===== config.mk =====
export PLATFORM = sky130hd
export DESIGN_NAME = ps2_key_matrix
export DESIGN_NICKNAME = d
export VERILOG_FILES = /design/src/rtl/ps2_key_matrix.sv
export SDC_FILE = /design/constraint.sdc
export NUM_CORES = 2
export LEC_CHECK = 0
export CORE_MARGIN = 3
export CORE_UTILIZATION = 55
export CTS_CLUSTER_DIAMETER = 200
export CTS_CLUSTER_SIZE = 28
export DETAILED_ROUTE_END_ITERATION = 10
export PLACE_DENSITY = 0.71
export SYNTH_ARGS = -nofsm -noshare
export SYNTH_HDL_FRONTEND = slang
export SYNTH_SLANG_ARGS = --single-unit

===== constraint.sdc =====
create_clock -name clk_sys -period 5.47 [get_ports clk_sys]
set_input_delay 0.547 -clock clk_sys [delete_from_list [all_inputs] [get_ports clk_sys]]
set_output_delay 0.547 -clock clk_sys [all_outputs]
set_load 0.03 [all_outputs]

===== src/rtl/ps2_key_matrix.sv =====
// rtl/ps2_key_matrix.sv - PS/2 event to emulated keyboard matrix with lock keys and hold pool
module ps2_key_matrix #(
    parameter int ROWS        = 8,
    parameter int COLS        = 8,
    parameter int ROW_W       = 3,
    parameter int COL_W       = 3,
    parameter int SLOTS       = 4,
    parameter int HOLD_CYCLES = 858000,
    parameter int TIMER_W     = 20
) (
    input  logic                     clk_sys,
    input  logic                     reset,
    input  logic [10:0]              ps2_key,
    input  logic                     map_we,
    input  logic [8:0]               map_addr,
    input  logic [2+ROW_W+COL_W-1:0] map_data,
    input  logic [ROWS*COLS-1:0]     ext_keys,
    input  logic [ROWS-1:0]          row_sel_n,
    output logic [COLS-1:0]          col_n,
    output logic [ROWS*COLS-1:0]     lock_state,
    output logic                     busy
);
    localparam int MW = 2 + ROW_W + COL_W;
    localparam int NK = ROWS * COLS;
    localparam int KW = (NK > 1) ? $clog2(NK) : 1;
    localparam logic [TIMER_W-1:0] HOLD = TIMER_W'(HOLD_CYCLES);

    logic              r_tog;
    logic              r_s1_vld, r_s1_pr, r_s2_vld, r_s2_pr;
    logic [8:0]        r_s1_code;
    logic [MW-1:0]     r_map;
    logic [MW-1:0]     r_ram [512];
    logic [NK-1:0]     r_state, w_state_n, r_lock, w_lock_n, w_eff;
    logic [SLOTS-1:0]  r_occ, w_occ_n;
    logic [KW-1:0]     r_key [SLOTS];
    logic [KW-1:0]     w_key_n [SLOTS];
    logic [TIMER_W-1:0] r_tmr [SLOTS];
    logic [TIMER_W-1:0] w_tmr_n [SLOTS];
    logic [COLS-1:0]   r_col_n, w_col_n;
    logic              r_busy;
    logic [ROW_W-1:0]  w_row;
    logic [COL_W-1:0]  w_col;
    logic [KW-1:0]     w_k;
    logic              w_apply, w_found, w_acc;

    assign w_row   = r_map[COL_W +: ROW_W];
    assign w_col   = r_map[COL_W-1:0];
    assign w_k     = KW'(32'(w_row) * COLS + 32'(w_col));
    assign w_apply = r_s2_vld && r_map[MW-1] && (32'(w_row) < ROWS) && (32'(w_col) < COLS);

    // Read-before-write: a same-cycle write to the looked-up address returns the old entry
    always_ff @(posedge clk_sys) begin
        r_map <= r_ram[r_s1_code];
        if (map_we) begin
            r_ram[map_addr] <= map_data;
        end
    end

    always_comb begin
        w_state_n = r_state;
        w_lock_n  = r_lock;
        w_occ_n   = r_occ;
        w_key_n   = r_key;
        w_tmr_n   = r_tmr;
        w_found   = 1'b0;
        for (int s = 0; s < SLOTS; s++) begin
            if (r_occ[s]) begin
                if (r_tmr[s] <= TIMER_W'(1)) begin
                    w_occ_n[s]            = 1'b0;
                    w_state_n[r_key[s]]   = 1'b0;
                end else begin
                    w_tmr_n[s] = r_tmr[s] - 1'b1;
                end
            end
        end
        // Applied after expiry so a press beats a same-cycle expiry and freed slots are reusable
        if (w_apply) begin
            if (r_map[MW-2]) begin
                if (r_s2_pr) begin
                    w_lock_n[w_k] = ~r_lock[w_k];
                end
            end else if (r_s2_pr) begin
                w_state_n[w_k] = 1'b1;
                for (int s = 0; s < SLOTS; s++) begin
                    if (r_occ[s] && (r_key[s] == w_k)) begin
                        w_occ_n[s] = 1'b0;
                    end
                end
            end else begin
                for (int s = 0; s < SLOTS; s++) begin
                    if (!w_found && !w_occ_n[s]) begin
                        w_found    = 1'b1;
                        w_occ_n[s] = 1'b1;
                        w_key_n[s] = w_k;
                        w_tmr_n[s] = HOLD;
                    end
                end
                if (!w_found) begin
                    w_state_n[w_k] = 1'b0;
                end
            end
        end
    end

    assign w_eff = r_state | r_lock | ext_keys;

    always_comb begin
        w_col_n = '1;
        w_acc   = 1'b0;
        for (int c = 0; c < COLS; c++) begin
            w_acc = 1'b0;
            for (int r = 0; r < ROWS; r++) begin
                w_acc = w_acc | (w_eff[r*COLS+c] & ~row_sel_n[r]);
            end
            w_col_n[c] = ~w_acc;
        end
    end

    always_ff @(posedge clk_sys) begin
        r_s1_pr   <= ps2_key[9];
        r_s1_code <= ps2_key[8:0];
        r_s2_pr   <= r_s1_pr;
        r_key     <= w_key_n;
        r_tmr     <= w_tmr_n;
        if (reset) begin
            r_tog    <= ps2_key[10];
            r_s1_vld <= 1'b0;
            r_s2_vld <= 1'b0;
            r_state  <= '0;
            r_lock   <= '0;
            r_occ    <= '0;
            r_col_n  <= '1;
            r_busy   <= 1'b0;
        end else begin
            r_tog    <= ps2_key[10];
            r_s1_vld <= ps2_key[10] ^ r_tog;
            r_s2_vld <= r_s1_vld;
            r_state  <= w_state_n;
            r_lock   <= w_lock_n;
            r_occ    <= w_occ_n;
            r_col_n  <= w_col_n;
            r_busy   <= |w_occ_n;
        end
    end

    assign col_n      = r_col_n;
    assign lock_state = r_lock;
    assign busy       = r_busy;
endmodule

==> metrics <==
die span in x=568 um; Starting Density=0.554; post-synthesis sequential area ratio=0.741; Worst Slack Setup Final=0.0913 ns; worst-margin pin slew=1.51 ns; clock slew at reported path FFs=0.11 ns; Mapped Cells=9929; CP endpoint kind=flop; vias per inst=6.88; CP startpoint=r_s1_code[1]; row count=205; max cap viols=1; Initial DRT Pass Iterations=6; CTS Buf Count=177; initial antenna violation count=31; Post-Synth Adder-Cell Area=0.000576; largest net degree at the start of global routing=185; layout cell share with drive strength beyond 1=0.121; syn nets=10040; DP Area=0.181 mm2; Die H=568 um; fin area=0.186 mm2; final setup fails=0; port buffer count=175; largest family of logic cells by synthesized area=multiplexers; status=complete, but fails checks; CTS tree=done; PwrDens=305 mW/mm2; Synth cell types=76; vias in the first global route=93810; storage element area=0.129 mm2; drt drc=0; maximum resistive drop on vdd=0.235 mV; minimum clock period after layout=5.38 ns; Yosys top cell area share=0.712; die area=0.322 mm2; count of pins over their slew limit=2; worst-path fanout max=71; Final #Nets=10020; Post-synth EDFFs=4120; post-DR wirelength/cell=33.8 um; Routed Antenna Nets=0; CTS Buffer Depth=4; min-delay src=map_data[4]; WS Path Type=reg2reg; FF-to-FF Start=r_s1_code[1]; GRT overflow=0; Synth Area in Simple Gates=0.0545; mux cell area share after synthesis=0.133; combined area of the multi-input logic cells=0.0424 mm2; DP HPWL=308000 um; clock insertion delay at the later pin of the skew report=0.92 ns; failing checks=capacitance limit, slew limit; top-count cell post-synth=edfxtp_1; DR iter-0 viols=15050; Ports=176; WHS=0.0772 ns; Mapped Area=0.174 mm2; post-synth top area cell=edfxtp_1; Setup WS pre-CTS=0.302 ns; slowest cell on the critical path=nor3_1; clk sinks=4363; crit path launch type=flop; CP most frequent cell=o21ai_0; Synth Flop Type=edfxtp_1; CTS root buf=clkbuf_16; placeable core region=0.313 mm2; Worst Path Required=6.27 ns; crit-path cells=nand2b_4 -> buf_12 -> buf_4 -> o221ai_1 -> a21oi_1 -> o21ai_0 -> o21ai_0 -> nor3_1 -> nor4bb_1; final WL=478000 um; Max Clock Skew=0.0617 ns; area grow syn2layout=6.83%; LEAKAGE=57.2 nW; max frequency=186 MHz; Yosys warnings=0; Worst EP arrival=6.18 ns; largest cells by area after synthesis=edfxtp_1, mux4_2, mux2i_1; syn_area_per_cell=17.5 um2; setup TNS=0 ns; CTS H-Tree Depth=4; Post-synth ARST share=0; Max stage delay on crit path=1.16 ns; synth cell count leaders=edfxtp_1, nor2_1, mux2i_1; Fillers=22423; first-pass GRT wire length=683000 um; Total GRT Usage=0.291; worst min-delay path category=in2reg; vias post-DR=97348; post-synthesis compound-gate area fraction=0.0514; period utilisation layout=0.983; RSZ-0062 raised after global routing=false; XOR/XNOR Fraction of Synth Area=0.00338; GPL Wtd Cong=1.00; Yosys reg bits=4363; Final Hold Fails=0; postcts setup bufs=0; Slew Limit Headroom=-0.0329
flip-flops by register name (all words and copies together) (netlist names), 4 cells and up:
signal / count
r_map: 8
r_key: 24
lock_state: 64
r_s1_code: 9
r_state: 64
r_ram: 4096
r_tmr: 80
col_n: 8
r_occ: 4
cell usage in the layout (no fill, tap or decap), types with 40 or more instances in the layout:
master           instances
buf_12                  52
nor4_1                  99
buf_4                  190
or3_1                   48
dfxtp_1                236
o221ai_1               252
clkdlybuf4s50_1        166
nand2_1                315
edfxtp_1              4120
mux2i_1                762
nor2b_1                 60
o21ai_0                229
nor2_1                 920
clkbuf_16              180
xnor2_1                 40
o22ai_1                336
a21oi_1                238
a211oi_1               110
clkbuf_1                67
nand3_1                 53
mux4_2                 682
nor3_1                 314
nand4_1                 41
area by class of cell:
| class | instances | share of cell area |
|---|---|---|
| clock buffers | 247 | 0.0256 |
| inverters | 23 | 0.000519 |
| clock inverters | 10 | 0.000587 |
| diodes | 15 | 0.000202 |
| flip-flops and latches | 4363 | 0.693 |
| repair buffers | 419 | 0.0231 |
| multi-input cells | 4925 | 0.229 |
| well taps | 4140 | 0.0279 |
per-stage QoR:
stage          cells  power [mW]  utilization
2_1_floorplan   9929        39.5            -
3_3_place_gp   13866        41.3        0.577
3_5_place_dp   13866        41.4        0.577
4_1_cts        14126        56.6        0.592
5_1_grt        14133        58.0        0.592
6_report       14142        56.6        0.592
path summary, 6_finish.rpt:
path	end	slack, ns	cells after the start
worst min-delay path	r_ram[422][4]	0.08	1
worst max-delay path	r_map[3]	0.09	9
worst min register to register	r_s2_pr	0.36	0
worst max register to register	r_map[3]	0.09	9
worst max-delay path, delay by kind of cell (launching register included):
family                 cells  cell delay, ns
AND/OR/NAND/NOR            3            2.10
AO/OA/AOI/OAI              4            1.67
flip-flops                 1            0.67
buffers and inverters      2            0.71
what timing repair did:
| action | CTS | global route |
|---|---|---|
| hold buffers | 3 | 0 |
| hold endpoints to repair | 19 | 0 |
| resized for setup | 0 | 0 |
per-layer routing:
metal	vias up	wire, um	GRT usage
li1	39914	-	-
met1	49972	181000	0.418
met2	6458	222000	0.448
met3	984	55000	0.0598
met4	20	19400	0.103
met5	-	124	0
kinds of logic (layout without fill, tap and decap cells):
logic type	count (synthesis)	count (layout)
XOR/XNOR	67	67
AND/OR/NAND/NOR	2052	2052
flip-flops	4363	4363
adder cells (fa/ha/maj)	8	8
other	0	15
multiplexers	1457	1457
AO/OA/AOI/OAI	1341	1341
buffers and inverters	641	699
power breakdown:
part           switching [mW]  internal [mW]
Sequential              0.199           36.6
Combinational            2.66           1.25
Clock                    9.73           6.16
Total                    12.6           44.0
No activity file was read; power rests on OpenSTA's default activity.
